`src/rtl/i2c_codec_responder.sv`:
```
// Write-only I2C responder for codec programming. It accepts an address byte and then two data
// bytes that carry a 7-bit register address and a 9-bit register value.
module i2c_codec_responder #(
  parameter logic [6:0] DEV_ADDR = 7'h1A
) (
  input  logic       clk,
  input  logic       reset,
  input  logic       scl,
  input  logic       sda_in,
  output logic       sda_oe,
  output logic       reg_wr_en,
  output logic [6:0] reg_addr,
  output logic [8:0] reg_data,
  output logic       busy
);
  typedef enum logic [2:0] {
    IDLE, ADDR, ACK_A, BYTE1, ACK_1, BYTE2, ACK_2, IGNORE
  } state_t;

  state_t     state, state_nxt;
  logic       scl_p0, scl_p1, scl_p2;
  logic       sda_p0, sda_p1, sda_p2;
  logic       scl_rise, scl_fall, start_det, stop_det;
  logic [2:0] bit_cnt;
  logic [7:0] shift_q, byte1_q, byte_in;
  logic       ack_drive, shifting, ack_state, last_bit, addr_match;

  // p0/p1: two-flop synchronizers. p2 holds the previous synchronized level for edge detection.
  always_ff @(posedge clk) begin
    if (reset) begin
      scl_p0 <= 1'b0; scl_p1 <= 1'b0; scl_p2 <= 1'b0;
      sda_p0 <= 1'b0; sda_p1 <= 1'b0; sda_p2 <= 1'b0;
    end else begin
      scl_p0 <= scl;    scl_p1 <= scl_p0; scl_p2 <= scl_p1;
      sda_p0 <= sda_in; sda_p1 <= sda_p0; sda_p2 <= sda_p1;
    end
  end

  always_comb begin
    scl_rise   = scl_p1 & ~scl_p2;
    scl_fall   = ~scl_p1 & scl_p2;
    start_det  = scl_p1 & scl_p2 & sda_p2 & ~sda_p1;
    stop_det   = scl_p1 & scl_p2 & ~sda_p2 & sda_p1;
    shifting   = (state == ADDR) || (state == BYTE1) || (state == BYTE2);
    ack_state  = (state == ACK_A) || (state == ACK_1) || (state == ACK_2);
    byte_in    = {shift_q[6:0], sda_p1};
    last_bit   = shifting && scl_rise && (bit_cnt == 3'd7);
    // The general-call address is rejected even if DEV_ADDR is configured as zero.
    addr_match = (byte_in[7:1] == DEV_ADDR) && (byte_in[7:1] != 7'd0) && !byte_in[0];
  end

  always_ff @(posedge clk) begin
    if (reset) state <= IDLE;
    else       state <= state_nxt;
  end

  always_comb begin
    state_nxt = state;
    if (stop_det)       state_nxt = IDLE;
    else if (start_det) state_nxt = ADDR;
    else begin
      case (state)
        ADDR:  if (last_bit) state_nxt = addr_match ? ACK_A : IGNORE;
        BYTE1: if (last_bit) state_nxt = ACK_1;
        BYTE2: if (last_bit) state_nxt = ACK_2;
        ACK_A: if (scl_fall && ack_drive) state_nxt = BYTE1;
        ACK_1: if (scl_fall && ack_drive) state_nxt = BYTE2;
        ACK_2: if (scl_fall && ack_drive) state_nxt = IGNORE;
        default: state_nxt = state;
      endcase
    end
  end

  // Bit counter, shift registers, ACK drive and the write strobe. The strobe fires on the
  // SCL falling edge that ends the final ACK.
  always_ff @(posedge clk) begin
    if (reset) begin
      bit_cnt   <= 3'd0;
      shift_q   <= 8'd0;
      byte1_q   <= 8'd0;
      ack_drive <= 1'b0;
      reg_wr_en <= 1'b0;
      reg_addr  <= 7'd0;
      reg_data  <= 9'd0;
    end else begin
      reg_wr_en <= 1'b0;
      if (start_det || stop_det) begin
        bit_cnt   <= 3'd0;
        ack_drive <= 1'b0;
      end else begin
        if (shifting && scl_rise) begin
          shift_q <= byte_in;
          bit_cnt <= bit_cnt + 3'd1;
        end
        if (state == BYTE1 && last_bit) byte1_q <= byte_in;
        if (ack_state && scl_fall) ack_drive <= ~ack_drive;
        if (state == ACK_2 && scl_fall && ack_drive) begin
          reg_wr_en <= 1'b1;
          reg_addr  <= byte1_q[7:1];
          reg_data  <= {byte1_q[0], shift_q};
        end
      end
    end
  end

  always_comb begin
    sda_oe = ack_drive & ~stop_det & ~reset;
    busy   = (state == ACK_A) || (state == BYTE1) || (state == ACK_1) ||
             (state == BYTE2) || (state == ACK_2);
  end
endmodule
```
`config.mk`:
```
export PLATFORM = sky130hd
export DESIGN_NAME = i2c_codec_responder
export DESIGN_NICKNAME = d
export VERILOG_FILES = /design/src/rtl/i2c_codec_responder.sv
export SDC_FILE = /design/constraint.sdc
export NUM_CORES = 1
export LEC_CHECK = 0
export ABC_AREA = 1
export BUFFER_PORTS_ARGS = -buffer_cell sky130_fd_sc_hd__buf_2
export CORE_MARGIN = 3
export CORE_UTILIZATION = 40
export DETAILED_ROUTE_END_ITERATION = 10
export PLACE_DENSITY = 0.62
export REMOVE_ABC_BUFFERS = 1
export SYNTH_ARGS = -nofsm -noshare
export SYNTH_HDL_FRONTEND = slang
export SYNTH_SLANG_ARGS = --single-unit
```
`constraint.sdc`:
```
create_clock -name clk -period 2.82 [get_ports clk]
set_clock_uncertainty 0.15 [all_clocks]
set_input_delay 0 -clock clk [delete_from_list [all_inputs] [get_ports clk]]
set_output_delay 0 -clock clk [all_outputs]
set_load 0.1 [all_outputs]
```
==> Word-level counts from Yosys, hierarchy flattened <==
Index checks and enable logic that the tools add are counted.
{ "classes": {"n_addsub": 1, "eq_ne": 20, "muxes": 10, "n_bitwise": 17, "reduce_logical": 30} }
{ "ops": {"columns": ["op", "n"], "rows": [
  ["two-way mux 3 bit", 7],
  ["case mux 3 bit (6 select lines)", 1],
  ["AND reduction 7 bit", 2],
  ["nonzero test 7 bit", 2],
  ["== test 3 bit, second input constant", 4],
  ["AND 1 bit", 9],
  ["logical AND 1 bit", 9],
  ["logical OR 1 bit", 9],
  ["inequality test 3 x 2 -> 1 bit, second input constant", 3],
  ["inequality test 3 bit, second input constant", 3],
  ["NOT 1 bit", 8],
  ["== test 7 x 5 -> 1 bit, second input constant", 1],
  ["== test 3 x 2 -> 1 bit, second input constant", 2],
  ["inequality test 2 x 1 -> 1 bit, second input constant", 3],
  ["inequality test 2 bit, second input constant", 3],
  ["AND reduction 2 bit", 3],
  ["nonzero test 6 bit", 1],
  ["OR reduction 2 bit", 2],
  ["adder 3 x 1 -> 3 bit, second input constant", 1],
  ["== test 3 x 1 -> 1 bit, second input constant", 1],
  ["OR reduction 3 bit", 1],
  ["two-way mux 1 bit", 2],
  ["logical NOT 1 bit", 1]
]} }
{ "totals": {"reg_bits": 46, "out_inout_bits": 19} }

==> Logic depth before layout (Yosys ltp) <==
Gate-level depths: netlist of run 1.
{ "logic_depth": {"depth_word": 8, "mapped_depth": 9, "ltp_nobuf": 8} }

==> Worst setup path before layout of run 1 <==
No wires, ideal clock.
{ "synth_timing": {"path_type": "register -> output", "from": "reg scl_p2", "to": "out sda_oe", "arrival_time_ps": 1901, "required_ps": 2670, "path_slack_ps": 769, "stages_incl_launch_ff": 6, "path_buffers": 0, "path_cell_list": "dfxtp_1 nand2_1 nor3_1 nor2_1 inv_1 nor2_1"} }
{ "synth_between": {"elab_chain_cells": 6} }
{ "synth_rtl": {"columns": ["item", "line", "source"], "rows": [
  ["start: declaration", "21", "logic scl_p0, scl_p1, scl_p2;"],
  ["start signal: assignment", "34", "scl_p0 <= scl; scl_p1 <= scl_p0; scl_p2 <= scl_p1;"],
  ["AND 1 bit (3 in a row)", "43", "stop_det = scl_p1 & scl_p2 & ~sda_p2 & sda_p1;"],
  ["NOT 1 bit", "107", "sda_oe = ack_drive & ~stop_det & ~reset;"],
  ["AND 1 bit (2 in a row)", "107", null],
  ["end: declaration", "10", "output logic sda_oe,"]
]} }
Every way passes these cells.

==> Worst setup path after layout of run 1 <==
{ "layout_timing": {"from": "reg state[1]", "to": "reg reg_data[6]"} }
{ "layout_between": {"elab_chain_cells": 4} }
{ "layout_rtl": {"columns": ["item", "line", "source"], "rows": [
  ["start: declaration", "20", "state_t state, state_nxt;"],
  ["start signal: assignment", "54", "else state <= state_nxt;"],
  ["== test 3 bit", "97", "if (state == ACK_2 && scl_fall && ack_drive) begin"],
  ["logical AND 1 bit (2 in a row)", "97", null],
  ["AND reduction 2 bit (no line)", null, null],
  ["end signal: assignment", "100", "reg_data <= {byte1_q[0], shift_q};"],
  ["end: declaration", "13", "output logic [8:0] reg_data,"]
]} }
Every way passes these cells.
A chain may end at the register's enable or synchronous reset.

==> reports/qor.yml, run 1 <==
port_buffers: 22
cts_root_buf: "clkbuf_8"
area_growth_pct: 13.77
worstPathCellList: "nand3_1 -> nor3_4 -> buf_4 -> o21ai_1 -> a21oi_1"
synth_top_area_cell: "dfxtp_1"
n_antenna_cell: 0
cp.required_ns: 2.90
cts_resized: 0
synthMuxAreaShare_pct: 0
maxCapViolations: 0
synth_xor_area_share_pct: 0
clock_latency_ns: 0.30
gp_congestion: 0.7759
routed_wl_mm: 3.392
cts_buffer_depth: 2
vias_per_cell: 4.699
cp_num_buf_inv: 1
synth_adder_area_share_pct: 1.350
grt-ovfl-total: 0
core_area_um2: 4414
crit_slowest_cell: "dfxtp_1"
switching_share_pct: 29.00
synthSimpleGateAreaFrac_pct: 22.94
fin_tns_setup_ns: 0
finalSetupViolations: 0
cp_top_family: "flip-flops"
cpPeakStageDelay_ns: 0.51
synth_area_per_cell_um2: 7.662
holdWs_ns: 0.2517
start_util_pct: 42.01
nFillCells: 447
final-instance-count-excl-fill: 319
synth_top_area_share_pct: 49.66
comb_power_share_pct: 17.0
grt_pass1_wl_mm: 6.078
final_common_cell: "nor2_1"
die_w_um: 74.09
cts_setup_buffers: 0
path_class: "flop to flop"
powerDensity_nw_per_um2: 673.2
slew-limit-headroom_pct: 47.03
synth_top_family_by_area: "simple AND/OR/NAND/NOR gates"
synth_compound_area_share_pct: 16.60
detail_route.wl_per_cell_um: 10.63
clk_pin_slew_worst_paths_ns: 0.08
ios: 23
seq_power_share_pct: 49.8
p_sw_uw: 411.9
row_count: 24
pwr-share-clk_pct: 33.2
max_freq_ghz: 0.5837
hold_viol: 0
final_cell_mix: "nor2_1, dfxtp_1, nand2_1, o21ai_0, buf_2"
grt_usage_pct: 14.08
firstDrtPassIters: 4
start_kind: "flop"
status: "finished clean"
min_period_ns: 1.713
synth-seq-area-share_pct: 49.66
yosysWarningCount: 0
post-place-cells: 306
synth.distinct_cells: 22
min_path_type: "flop to flop"
grt_max_degree: 33
synthCells: 242
drt_iter0_drc: 76
period_share_pct: 60.75
synth_area_um2: 1854
post-route-drc-count: 0
clock_sink_count: 46
worst_pin_slew_ns: 0.7937
ir_drop_uv: 271.7
nets: 272
p_int_uw: 1008
die_h_um: 74.09
ys_seq_elements: 46
ant_nets: 0
critPathMaxFanout: 13
grt_pass1_vias: 1404
cts_tree: "yes"
dp_hpwl_mm: 2.310
h-tree-depth: 2
fin_ws_ns: 1.107
num_vias: 1499
p_leak_uw: 0.0009970
endpoint_kind: "flop"
maxSlewViolCount: 0
place_ws_ns: 1.109
cts_made_buffers: 5
rsz0062_at_grt: "no"
netlist_top_cells_area: "dfxtp_1, nor2_1, o21ai_0"
worstPathArrival_ns: 1.79
die_area_um2: 5489
drive_gt1_share_pct: 17.23
antenna_found_initial: 0
what timing repair did:
action	4_1_cts	5_1_grt
hold buffers	5	0
setup endpoints to repair	0	0
endpoints found under the hold margin	8	0
flip-flops by register name, summed over array words and instances, names as in the netlist:
signal / cells
scl_p1: 1
scl_p2: 1
bit_cnt: 3
shift_q: 8
sda_p0: 1
reg_wr_en: 1
sda_p1: 1
reg_addr: 7
state: 3
scl_p0: 1
sda_p2: 1
reg_data: 9
byte1_q: 8
ack_drive: 1
cells by family (layout without fill, tap and decap cells):
group / after synthesis / in the layout
compound gates: 57 / 57
fa+ha+maj: 2 / 2
flops: 46 / 46
buf+inv: 35 / 60
simple gates: 102 / 102
through the flow:
step | instance area [um2] | utilization (%) | total power, uW
after floorplan | 1770 | - | 913.3
after global placement | 1953 | 44.25 | 958.5
after detailed placement | 1953 | 44.25 | 958.0
after CTS | 2110 | 47.79 | 1431
after global routing | 2110 | 47.79 | 1501
final | 2110 | 47.79 | 1420
power by group through the flow:
stage               sequential (uW)  clock (uW)  combinational, uW
floorplan                       716           0                197
global placement                722           0                237
detailed placement              723           0                235
CTS                             708         481                242
global route                    715         510                276
finish                          708         471                241
path summary, 6_finish.rpt:
kind	from	cells after the start	slack, ns	to
worst max-delay path	state[1]$_SDFFE_PP0P_	5	1.11	reg_data[6]$_SDFFE_PP0P_
worst max register to register	state[1]$_SDFFE_PP0P_	5	1.11	reg_data[6]$_SDFFE_PP0P_
worst min-delay path	scl_p0$_SDFF_PP0_	2	0.25	scl_p1$_SDFF_PP0_
worst min register to register	scl_p0$_SDFF_PP0_	2	0.25	scl_p1$_SDFF_PP0_
worst register-to-register path, delay by kind of cell, from the launching register on:
| family | cells | cell delay [ns] |
|---|---|---|
| buffers and inverters | 1 | 0.26 |
| DFF | 1 | 0.51 |
| AOI/OAI and AO/OA | 2 | 0.23 |
| and+or+nand+nor | 2 | 0.50 |
cells in the mapped netlist, drive strengths merged:
cell / count
nor2: 57
dfxtp: 46
nand2: 36
o21ai: 35
inv: 23
a21oi: 22
buf: 7
nand3: 5
clkbuf: 4
ha: 2
nand4: 2
nor3: 2
clkinv: 1
metal layers:
layer | GRT usage (%) | routed length, um | vias up
li1 | - | - | 816
met1 | 19.21 | 1737 | 657
met2 | 21.16 | 1471 | 24
met3 | 5.135 | 161 | 2
met4 | 3.622 | 22 | 0
met5 | 0 | 0 | -
layout make-up:
class | count | area [um2] | area share [%]
Clock inverter | 1 | 30.03 | 1.423
Inverter | 24 | 91.34 | 4.330
Tap cell | 52 | 65.06 | 3.084
Timing Repair Buffer | 28 | 167.7 | 7.948
Clock buffer | 7 | 76.32 | 3.618
Multi-Input combinational cell | 161 | 758.2 | 35.94
Sequential cell | 46 | 920.9 | 43.65
(Power assumes the default switching activity.)
==> run 2, diff against run 1 <==
--- a/config.mk
+++ b/config.mk
@@ -10,7 +10,7 @@
 export CORE_MARGIN = 3
 export CORE_UTILIZATION = 40
 export DETAILED_ROUTE_END_ITERATION = 10
-export PLACE_DENSITY = 0.62
+export PLACE_DENSITY = 0.64
 export REMOVE_ABC_BUFFERS = 1
 export SYNTH_ARGS = -nofsm -noshare
 export SYNTH_HDL_FRONTEND = slang
==> constraint.sdc (replaced) <==
create_clock -name clk -period 1.49 [get_ports clk]
set_clock_uncertainty 0.15 [all_clocks]
set_input_delay 0 -clock clk [delete_from_list [all_inputs] [get_ports clk]]
set_output_delay 0 -clock clk [all_outputs]
set_load 0.1 [all_outputs]
==> run 2 against run 1 <==
Clock power grew 61%. Worst hold slack lost 0.0018 ns. Flip-flop and latch count is the same. Fmax grew 20%. Sequential power grew 89%. Core utilization grew 6.0 points. Final cell count grew 6.6%. Worst setup slack lost 1.0 ns. Register-to-register slack lost 1.0 ns. Routed wire length grew 13%. Sequential share of layout area shrank 4.4 points. Final area grew 13%. Critical endpoint is now byte1_q[7]$_SDFFE_PP0P_. Highest routed layer unchanged.
==> reports/qor.yml, run 2 (synthesis results as in run 1) <==
grt_pass1_vias: 1408  # +0.28%
cts_tree: "yes"
min_period_ns: 1.427  # -0.2867 ns
endpoint_kind: "flop"
nets: 293  # +7.7%
critPathMaxFanout: 7  # -6
die_h_um: 74.09  # unchanged
vias_per_cell: 4.709  # +0.21%
rsz0062_at_grt: "yes"
fin_ws_ns: 0.06349  # -1.043 ns
antenna_found_initial: 0  # unchanged
top_regs: "reg_data x9, byte1_q x8, shift_q x8"
final_common_cell: "nor2_1"
p_leak_uw: 0.001134  # +14%
post-route-drc-count: 0  # unchanged
n_antenna_cell: 0  # unchanged
clk_pin_slew_worst_paths_ns: 0.09  # about the same
core_area_um2: 4414  # unchanged
nFillCells: 415  # -7.2%
post-place-cells: 321  # +4.9%
period_share_pct: 95.74  # +35 points
grt_max_degree: 33  # unchanged
maxSlewViolCount: 0  # unchanged
hold_viol: 0  # unchanged
worst_pin_slew_ns: 0.4846  # -0.3090 ns
finalSetupViolations: 0  # unchanged
cts_made_buffers: 5  # unchanged
die_w_um: 74.09  # unchanged
dp_hpwl_mm: 2.547  # +10%
cts_buffer_depth: 2  # unchanged
max_freq_ghz: 0.7010  # +20%
regArea_um2: 932.1  # +1.2%
clock_sink_count: 46  # unchanged
firstDrtPassIters: 4  # unchanged
start_kind: "flop"
final-instance-count-excl-fill: 340  # +6.6%
slew-limit-headroom_pct: 67.91  # +21 points
clock_latency_ns: 0.30  # about the same
final_cell_mix: "nor2_1, dfxtp_1, nand2_1, o21ai_0, buf_2"
largest_reg_flops: 9  # unchanged
p_sw_uw: 849.5  # +110%
p_int_uw: 1852  # +84%
fin_tns_setup_ns: 0  # unchanged
switching_share_pct: 31.44  # +2.4 points
status: "finished clean"
gp_congestion: 0.8249  # +6.3%
maxCapViolations: 0  # unchanged
path_class: "flop to flop"
multi_input_area_um2: 807.0  # +6.4%
drive_gt1_share_pct: 30.56  # +13 points
num_vias: 1601  # +6.8%
area_growth_pct: 28.14
min_path_type: "flop to flop"
routed_wl_mm: 3.839  # +13%
detail_route.wl_per_cell_um: 11.29  # +6.2%
worstPathArrival_ns: 1.52  # -0.27 ns
p_total_uw: 2702  # +90%
ios: 23  # unchanged
row_count: 24  # unchanged
place_ws_ns: -0.09381  # -1.203 ns
h-tree-depth: 2  # unchanged
grt-ovfl-total: 0  # unchanged
ant_nets: 0  # unchanged
start_util_pct: 42.01  # unchanged
cp.required_ns: 1.58  # -1.32 ns
powerDensity_nw_per_um2: 1137  # +69%
cts_root_buf: "clkbuf_8"
drt_iter0_drc: 110  # +45%
top_register: "reg_data"
die_area_um2: 5489  # unchanged
grt_usage_pct: 14.29  # +0.21 points
pwr-share-clk_pct: 28.0  # -5.2 points
comb_power_share_pct: 22.4  # +5.4 points
ir_drop_uv: 740.2  # +170%
port_buffers: 22  # unchanged
holdWs_ns: 0.2500  # -0.001763 ns
grt_pass1_wl_mm: 6.134  # +0.92%
seq_power_share_pct: 49.5  # -0.3 points
[run 2: changes by cell type in the layout (fill, tap and decap cells not counted), sizes merged]
cell    previous run  this run
inv               23        26
buf               23        42
bufinv             1         0
clkinv             1         2
clkbuf             7         6
[run 2: power groups by stage]
stage / combinational, uW / clock (uW) / sequential, uW
floorplan: 372 / 0 / 1360
global placement: 578 / 0 / 1360
detailed placement: 582 / 0 / 1360
CTS: 597 / 780 / 1340
global route: 674 / 834 / 1350
finish: 606 / 758 / 1340
[run 2: path summary, 6_finish.rpt]
| check | cells after the start | end | slack (ns) | startpoint |
|---|---|---|---|---|
| min reg2reg | 2 | scl_p1$_SDFF_PP0_ | 0.25 | scl_p0$_SDFF_PP0_ |
| max reg2reg | 8 | byte1_q[7]$_SDFFE_PP0P_ | 0.06 | bit_cnt[0]$_SDFFE_PP0P_ |
| min | 2 | scl_p1$_SDFF_PP0_ | 0.25 | scl_p0$_SDFF_PP0_ |
| max | 8 | byte1_q[7]$_SDFFE_PP0P_ | 0.06 | bit_cnt[0]$_SDFFE_PP0P_ |
[run 2: area by class of cell]
cell class | instances | share of cell area [%]
clock inverters | 3 | 0.7899
clock buffers | 5 | 2.896
repair inverters | 1 | 0.2633
multi-input cells | 161 | 33.97
flip-flops and latches | 46 | 39.23
repair buffers | 48 | 15.90
well taps | 52 | 2.738
inverters | 24 | 4.213
[run 2: critical path: stages (launching register included)]
cell and delay, ns:
dfxtp_2 0.33, ha_2 0.19, ha_4 0.15, inv_1 0.08, nor2_2 0.06, nand2_4 0.12
inv_8 0.05, buf_4 0.13, a21oi_2 0.11
[run 2: per-stage QoR]
step                util [%]  area, um2
floorplan                  -       1770
global placement       47.76       2108
detailed placement     47.76       2108
CTS                    51.45       2271
global route           53.83       2376
finish                 53.83       2376
[run 2: layer usage]
metal | vias up | GRT usage [%] | routed length [um] | part of all wire (%)
li1 | 867 | - | - | -
met1 | 706 | 18.65 | 1941 | 51
met2 | 24 | 23.62 | 1744 | 45
met3 | 4 | 3.649 | 123 | 3.2
met4 | 0 | 3.622 | 29 | 0.76
met5 | - | 0 | 0 | 0
[run 2: timing repair]
item,CTS,global route
cloned,1,1
setup endpoints to repair,10,26
buffers inserted,1,3
pin swaps,1,6
endpoints found under the hold margin,7,0
hold buffers,5,0
resized for setup,9,22
==> run 3, diff against run 2 <==
--- a/config.mk
+++ b/config.mk
@@ -10,7 +10,7 @@
 export CORE_MARGIN = 3
 export CORE_UTILIZATION = 40
 export DETAILED_ROUTE_END_ITERATION = 10
-export PLACE_DENSITY = 0.64
+export PLACE_DENSITY = 0.62
 export REMOVE_ABC_BUFFERS = 1
 export SYNTH_ARGS = -nofsm -noshare
 export SYNTH_HDL_FRONTEND = slang
==> constraint.sdc (replaced) <==
create_clock -name clk -period 1.5 [get_ports clk]
set_clock_uncertainty 0.15 [all_clocks]
set_input_delay 0 -clock clk [delete_from_list [all_inputs] [get_ports clk]]
set_output_delay 0 -clock clk [all_outputs]
set_load 0.1 [all_outputs]
==> run 3 against run 2 <==
Routed wire length is 1.8% higher. Flip-flop and latch count stayed put. Combinational power is 4.1% higher.
==> reports/qor.yml, run 3 (synthesis results as in run 1) <==
status: "finished clean"
worstPathArrival_ns: 1.32  # -0.20 ns
drive_gt1_share_pct: 30.90  # +0.35 points
cp-startpoint: "scl_p1$_SDFF_PP0_"
powerDensity_nw_per_um2: 1145  # +0.70%
die_area_um2: 5489  # unchanged
vias_per_cell: 4.779  # +1.5%
crit_end: "sda_oe"
worst_pin_slew_ns: 0.4874  # +0.002759 ns
rrSetupSlack_ns: 0.04  # -0.02 ns
nets: 293  # unchanged
worst_path_most_repeated_cell: "nor2_2"
grt-ovfl-total: 0  # unchanged
clk_pin_slew_worst_paths_ns: 0.08  # about the same
core_area_um2: 4414  # unchanged
die_w_um: 74.09  # unchanged
cts_made_buffers: 5  # unchanged
drt_iter0_drc: 106  # -3.6%
path_class: "flop to output pin"
grt-busiest-layer: "met2"
rsz0062_at_grt: "yes"
grt_max_degree: 33  # unchanged
regArea_um2: 938.4  # +0.67%
grt_pass1_wl_mm: 6.306  # +2.8%
firstDrtPassIters: 4  # unchanged
finalSetupViolations: 0  # unchanged
r2r-start: "bit_cnt[0]$_SDFFE_PP0P_"
clock_latency_ns: 0.30  # about the same
cts_buffer_depth: 2  # unchanged
final_common_cell: "nor2_1"
die_h_um: 74.09  # unchanged
endpoint_kind: "output pin"
met1_usage_pct: 20.13  # +1.5 points
dp_hpwl_mm: 2.452  # -3.7%
start_util_pct: 42.01  # unchanged
largest_reg_flops: 9  # unchanged
routed_wl_mm: 3.907  # +1.8%
top_register: "reg_data"
post-route-drc-count: 0  # unchanged
period_share_pct: 97.72
gp_congestion: 0.7552  # -8.4%
grt_usage_pct: 14.87  # +0.58 points
grt_pass1_vias: 1377  # -2.2%
slew-limit-headroom_pct: 67.73  # -0.18 points
clock_sink_count: 46  # unchanged
top_regs: "reg_data x9, byte1_q x8, shift_q x8"
cts_root_buf: "clkbuf_8"
n_antenna_cell: 0  # unchanged
detail_route.wl_per_cell_um: 11.49  # +1.8%
hold_viol: 0  # unchanged
nFillCells: 424  # +2.2%
port_buffers: 22  # unchanged
post-place-cells: 319  # -0.62%
max_freq_ghz: 0.6822
ios: 23  # unchanged
design_area_um2: 2399  # +0.95%
gr-usage-met2_pct: 22.44  # -1.2 points
num_vias: 1625  # +1.5%
maxSlewViolCount: 0  # unchanged
ant_nets: 0  # unchanged
h-tree-depth: 2  # unchanged
start_kind: "flop"
ir_drop_uv: 643.9  # -13%
min_period_ns: 1.466
antenna_found_initial: 0  # unchanged
final-instance-count-excl-fill: 340  # unchanged
final_cell_mix: "nor2_1, dfxtp_1, nand2_1, buf_2"
critPathMaxFanout: 4  # -3
area_growth_pct: 29.35
fin_tns_setup_ns: 0  # unchanged
r2r_end: "byte1_q[6]$_SDFFE_PP0P_"
cp.required_ns: 1.35  # -0.23 ns
crit_slowest_cell: "dfxtp_1"
cpPeakStageDelay_ns: 0.36  # +0.03 ns
min_path_type: "flop to flop"
maxCapViolations: 0  # unchanged
gr-usage-met3_pct: 4.459  # +0.81 points
row_count: 24  # unchanged
cts_tree: "yes"
multi_input_area_um2: 812.0  # +0.62%
worst-r2r-cell-count: 8  # unchanged
dpl_cell_area_um2: 2093  # -0.71%
worstPathCellList: "nand2_2 -> nor3_2 -> nor2_2 -> inv_1 -> nor2_2 -> buf_12"
p_leak_uw: 0.001135  # about the same
==> run 3: changes by cell type in the layout (fill, tap and decap cells not counted), moves of 2 or more <==
| cell | delta |
|---|---|
| inv_2 | +2 |
| buf_4 | -3 |
| buf_6 | +3 |
| clkinv_4 | +2 |
| dfxtp_4 | +3 |
| o21ai_0 | -2 |
| inv_1 | -2 |
| dfxtp_2 | -4 |
==> run 3: layer usage <==
metal / share of wire (%) / vias to the layer above / wire length, um
li1: - / 863 / -
met1: 50 / 730 / 1951
met2: 45 / 25 / 1749
met3: 3.9 / 7 / 153
met4: 1.4 / 0 / 53
met5: 0 / - / 0
==> run 3: how the worst min path moves through the flow <==
| stage | startpoint | endpoint | slack [ns] | cells after the start |
|---|---|---|---|---|
| after floorplan | reset | scl_p0$_SDFF_PP0_ | -0.08 | 1 |
| after global placement | sda_in | sda_p0$_SDFF_PP0_ | 0.05 | 3 |
| after detailed placement | scl | scl_p0$_SDFF_PP0_ | 0.06 | 3 |
| after CTS | scl_p0$_SDFF_PP0_ | scl_p1$_SDFF_PP0_ | 0.27 | 2 |
| after global routing | scl_p0$_SDFF_PP0_ | scl_p1$_SDFF_PP0_ | 0.28 | 2 |
| final | scl_p0$_SDFF_PP0_ | scl_p1$_SDFF_PP0_ | 0.26 | 2 |
==> run 3: cell type report <==
| type | count | area share [%] |
|---|---|---|
| clock buffers | 5 | 2.869 |
| clock inverters | 3 | 0.8868 |
| inverters | 24 | 4.069 |
| multi-input cells | 161 | 33.85 |
| flip-flops and latches | 46 | 39.12 |
| well taps | 52 | 2.713 |
| repair buffers | 48 | 16.22 |
| repair inverters | 1 | 0.2608 |
==> run 3: repair_timing <==
item | CTS | global route
gates resized for setup | 5 | 35
endpoints found under the hold margin | 8 | 0
pin swaps | 1 | 5
hold buffers | 5 | 0
buffers inserted | 0 | 6
endpoints found under the setup margin | 8 | 36
gates cloned | 0 | 2
==> run 3: stage by stage <==
step | total power, uW | util, % | hold slack (ns) | setup WS (ns)
2_1_floorplan | 1717 | - | -0.07882 | -0.5513
6_report | 2747 | 54.34 | 0.2595 | 0.03416
4_1_cts | 2707 | 50.79 | 0.2673 | -0.06593
3_3_place_gp | 1916 | 47.42 | 0.04913 | -0.02849
3_5_place_dp | 1922 | 47.42 | 0.05893 | -0.05871
5_1_grt | 2903 | 54.34 | 0.2772 | -0.06865
==> run 3: critical path, delay by kind of cell, from the launching register on <==
family                 cells  cell delay (ns)
AND/OR/NAND/NOR            4             0.40
flip-flops                 1             0.36
buffers and inverters      2             0.26
==> run 3: power by group <==
group	switching [uW]	internal (uW)
Sequential	71.3	1280
Combinational	374	257
Clock	438	328
